===== src/rtl/wb_pipe_stage.sv =====
// Pipelined Wishbone request register slice with a two-entry skid buffer.
// Request path and stall are registered; responses pass straight through.
`timescale 1ns/1ps
module wb_pipe_stage #(
    parameter int unsigned ADR_WIDTH  = 16,
    parameter int unsigned DAT_WIDTH  = 16,
    parameter int unsigned SEL_WIDTH  = 2,
    parameter int unsigned TGA_WIDTH  = 1,
    parameter int unsigned TGC_WIDTH  = 1,
    parameter int unsigned TGRD_WIDTH = 1,
    parameter int unsigned TGWD_WIDTH = 1
) (
    input  logic                  clk_i,
    input  logic                  async_rst_n_i,
    // initiator side
    input  logic                  itr_cyc_i,
    input  logic                  itr_stb_i,
    input  logic                  itr_we_i,
    input  logic                  itr_lock_i,
    input  logic [SEL_WIDTH-1:0]  itr_sel_i,
    input  logic [ADR_WIDTH-1:0]  itr_adr_i,
    input  logic [DAT_WIDTH-1:0]  itr_dat_i,
    input  logic [TGA_WIDTH-1:0]  itr_tga_i,
    input  logic [TGC_WIDTH-1:0]  itr_tgc_i,
    input  logic [TGWD_WIDTH-1:0] itr_tgd_i,
    output logic                  itr_ack_o,
    output logic                  itr_err_o,
    output logic                  itr_rty_o,
    output logic                  itr_stall_o,
    output logic [DAT_WIDTH-1:0]  itr_dat_o,
    output logic [TGRD_WIDTH-1:0] itr_tgd_o,
    // target side
    output logic                  tgt_cyc_o,
    output logic                  tgt_stb_o,
    output logic                  tgt_we_o,
    output logic                  tgt_lock_o,
    output logic [SEL_WIDTH-1:0]  tgt_sel_o,
    output logic [ADR_WIDTH-1:0]  tgt_adr_o,
    output logic [DAT_WIDTH-1:0]  tgt_dat_o,
    output logic [TGA_WIDTH-1:0]  tgt_tga_o,
    output logic [TGC_WIDTH-1:0]  tgt_tgc_o,
    output logic [TGWD_WIDTH-1:0] tgt_tgd_o,
    input  logic                  tgt_ack_i,
    input  logic                  tgt_err_i,
    input  logic                  tgt_rty_i,
    input  logic                  tgt_stall_i,
    input  logic [DAT_WIDTH-1:0]  tgt_dat_i,
    input  logic [TGRD_WIDTH-1:0] tgt_tgd_i
);

    localparam int unsigned EntryW =
        1 + SEL_WIDTH + ADR_WIDTH + DAT_WIDTH + TGA_WIDTH + TGC_WIDTH + TGWD_WIDTH;

    typedef enum logic [1:0] {
        StEmpty = 2'b00,
        StOne   = 2'b01,
        StTwo   = 2'b10
    } state_e;

    state_e            state_q, state_d;
    logic              stall_q;
    logic [EntryW-1:0] main_q, main_d;
    logic [EntryW-1:0] skid_q, skid_d;
    logic [EntryW-1:0] req;
    logic              push, pop;

    assign req = {itr_we_i, itr_sel_i, itr_adr_i, itr_dat_i, itr_tga_i, itr_tgc_i, itr_tgd_i};

    assign tgt_stb_o = (state_q != StEmpty) & itr_cyc_i;
    assign push      = itr_cyc_i & itr_stb_i & ~stall_q;
    assign pop       = tgt_stb_o & ~tgt_stall_i;

    always_comb begin
        state_d = state_q;
        main_d  = main_q;
        skid_d  = skid_q;
        case (state_q)
            StEmpty: begin
                if (push) begin
                    main_d  = req;
                    state_d = StOne;
                end
            end
            StOne: begin
                if (push && pop) begin
                    main_d = req;
                end else if (pop) begin
                    state_d = StEmpty;
                end else if (push) begin
                    skid_d  = req;
                    state_d = StTwo;
                end
            end
            StTwo: begin
                if (pop) begin
                    main_d  = skid_q;
                    state_d = StOne;
                end
            end
            default: state_d = StEmpty;
        endcase
        // Cycle abort discards everything still buffered.
        if (!itr_cyc_i) begin
            state_d = StEmpty;
        end
    end

    always_ff @(posedge clk_i or negedge async_rst_n_i) begin
        if (!async_rst_n_i) begin
            state_q <= StEmpty;
            stall_q <= 1'b0;
            main_q  <= '0;
            skid_q  <= '0;
        end else begin
            state_q <= state_d;
            stall_q <= (state_d == StTwo);
            main_q  <= main_d;
            skid_q  <= skid_d;
        end
    end

    assign itr_stall_o = stall_q;
    assign {tgt_we_o, tgt_sel_o, tgt_adr_o, tgt_dat_o, tgt_tga_o, tgt_tgc_o, tgt_tgd_o} = main_q;

    assign tgt_cyc_o  = itr_cyc_i;
    assign tgt_lock_o = itr_lock_i;

    assign itr_ack_o = tgt_ack_i & itr_cyc_i;
    assign itr_err_o = tgt_err_i & itr_cyc_i;
    assign itr_rty_o = tgt_rty_i & itr_cyc_i;
    assign itr_dat_o = tgt_dat_i;
    assign itr_tgd_o = tgt_tgd_i;

endmodule


===== config.mk =====
export PLATFORM = sky130hd
export DESIGN_NAME = wb_pipe_stage
export DESIGN_NICKNAME = d
export VERILOG_FILES = /design/src/rtl/wb_pipe_stage.sv
export SDC_FILE = /design/constraint.sdc
export NUM_CORES = 1
export LEC_CHECK = 0
export CAP_MARGIN = 5
export CORE_ASPECT_RATIO = 0.7
export CORE_UTILIZATION = 30
export CTS_CLUSTER_DIAMETER = 30
export CTS_CLUSTER_SIZE = 40
export DETAILED_ROUTE_END_ITERATION = 8
export GPL_ROUTABILITY_DRIVEN = 0
export MAX_ROUTING_LAYER = met4
export PLACE_DENSITY = 0.67
export SLEW_MARGIN = 5
export SYNTH_ARGS = -nofsm -noshare
export SYNTH_HDL_FRONTEND = slang
export SYNTH_SLANG_ARGS = --single-unit

===== constraint.sdc =====
create_clock -name clk_i -period 4.26 [get_ports clk_i]
set_input_delay 1.065 -clock clk_i [delete_from_list [all_inputs] [get_ports clk_i]]
set_output_delay 1.065 -clock clk_i [all_outputs]
set_load 0.05 [all_outputs]

==> metrics <==
mapped cell area 0.003538 mm2; H-tree depth 3; Post-synth top cells dfrtp_1, nand2_1, mux2i_1, o21ai_1, buf_4; number of synthesized flops with an enable pin 0; row count 32; Nets 419; Achievable Freq 0.2668 GHz; CTS tree built; skew final 0.007925 ns; CORE AREA 0.01125 mm2; Die ar. 0.01224 mm2; Tmin final 3.748 ns; Starting Density 31.45%; n_diodes 0; total grt overflow 0; I/O pin count 126; initial antenna violation count 0; crit path capture type output pin; delay-heaviest family, CP buffers and inverters; CTS resizes 0; Sink Count 79; layout cells sized above 1 11.73%; largest net degree at the start of global routing 80; setup TNS 0 ns; pwr dens 546.9 mW/mm2; DRT antenna net count 0; Post-CTS Setup Bufs 0; Area growth syn-to-layout 33.73%; Worst path depth 3; peak supply drop 0.0002496 V; CTS root buf clkbuf_16; LEAKAGE 1.929 nW; Syn Area/Cell 12.33 um2; most frequent cell after synthesis dfrtp_1; TritonCTS Buffers 9; max_cap viols 0; RSZ-0062 raised after global routing false; Worst Path Buf+Inv 2; post-synth top area share 55.87%; worst hold stages 1; Yosys reg bits 79; total power draw 2.588 mW; crit path kind primary input to output pin; vias in the first global route 2292; worst reg2reg setup slack 1.70 ns; status finished clean; Hold Path Class register to register; Final HPWL DP 4.669 mm; WL/cell 13.56 um; Final WS setup 0.5117 ns; IO buf count 89; Tcrit/Tclk final 87.99%; Cells after Synth 287; Non-Filler Instances 511; final design utilization 42.06%; sequential cell area fraction in the yosys report 55.87%; Hold Buf Count CTS 0; Slew Limit Fails 0; Worst-path clk slew 0.06 ns; clock buffer depth 2; R2R cell count 4; Worst Max-Slew Pin Slew 1.168 ns; Avg Vias per Cell 4.507; Die X 131.8 um; Fin. Hold Viols 0; DRC viols 0; Tot GR Track Use 12.49%; Inst Count DP 497; CP max-delay cell clkdlybuf4s50_1; Final setup viols 0; global-route wire length before repair 11.66 mm; initial drt markers 60; crit-path max FO 8; Die Ht 92.87 um; Critical Path Most Common Cell clkdlybuf4s50_1; DR vias 2303; synth top area cells dfrtp_1, mux2i_1, mux2_1; Slew headroom 22.13%; Worst EP arrival 2.68 ns; syn_nets 351; WP data required 3.19 ns; biggest area consumer among synthesized cells dfrtp_1; drt total wl 6.930 mm; Skew-Pair Late Insertion Delay 0.33 ns; Post-synth ARST share 100.0%; Pre-antenna DRT Iters 4; critical-path cell list clkdlybuf4s50_1 -> o21a_1 -> clkdlybuf4s50_1; post-place setup slack 0.5047 ns; Critical Path Max Stage Delay 0.80 ns; Post-synth top flop dfrtp_1; Netlist cell types 21; Synth warnings 0; CP startpoint kind primary input
## worst paths after layout
kind                                     from         end
worst max-delay path                itr_cyc_i   tgt_stb_o
worst min-delay path               skid_q[32]  skid_q[32]
worst max register to register     state_q[1]  main_q[26]
worst min register to register     skid_q[32]  skid_q[32]
max in group asynchronous       async_rst_n_i  main_q[13]
min in group asynchronous       async_rst_n_i  skid_q[11]
## cell usage in the layout, fill, tap and decap left out, types with 3 or more instances in the layout
cell type / n
clkdlybuf4s50_1: 88
dfrtp_1: 79
nand2_1: 40
mux2i_1: 38
o21ai_1: 38
mux2_1: 20
mux2_2: 19
clkbuf_16: 9
buf_4: 5
nor2_1: 4
and2_1: 3
bufinv_16: 3
## kinds of logic after synthesis
logic type / Yosys count / share of synthesized area (%)
DFF: 79 / 55.87
muxes: 77 / 23.16
and+or+nand+nor: 53 / 6.860
AOI/OAI and AO/OA: 42 / 6.329
buffers and inverters: 36 / 7.780
## power by group
part / leakage (nW) / total, mW / internal (mW) / switching, mW
clock: 0.164 / 0.868 / 0.581 / 0.288
combinational: 0.788 / 0.692 / 0.278 / 0.413
sequential: 0.977 / 1.03 / 0.934 / 0.0941
total: 1.93 / 2.59 / 1.79 / 0.795
## flip-flops by register name, summed over array words and instances, names as in the netlist
name,cells
main_q,38
skid_q,38
state_q,2
itr_stall_o,1
## per-stage QoR
step | instance area, um2 | hold slack [ns]
6_report | 4732 | 0.4836
5_1_grt | 4732 | 0.4962
4_1_cts | 4732 | 0.4883
3_5_place_dp | 4398 | 0.4758
3_3_place_gp | 4398 | 0.4654
2_1_floorplan | 3538 | 0.4579
## worst register-to-register path: cells and delay by family (launching register included)
kind | cells | cell delay [ns]
buffers and inverters | 1 | 0.56
DFF | 1 | 0.49
and+or+nand+nor | 1 | 0.23
AOI/OAI and AO/OA | 2 | 1.15
## per-layer routing
metal  up-vias  share of wire [%]  track usage, %
met1      1113                 49           16.15
met2        70                 43           17.72
li1       1107                  -               -
met4         0                1.3           4.070
met5         -                  0               -
met3        13                6.5           4.926
## layout make-up
class | count | area [um2]
clock buffer | 10 | 239.0
clock inverter | 4 | 95.09
fill | 1050 | 6519
multi-input combinational | 172 | 1311
sequential | 79 | 1977
tap | 153 | 191.4
timing repair buffer | 93 | 918.4
Power figures use the tool's default switching activity.
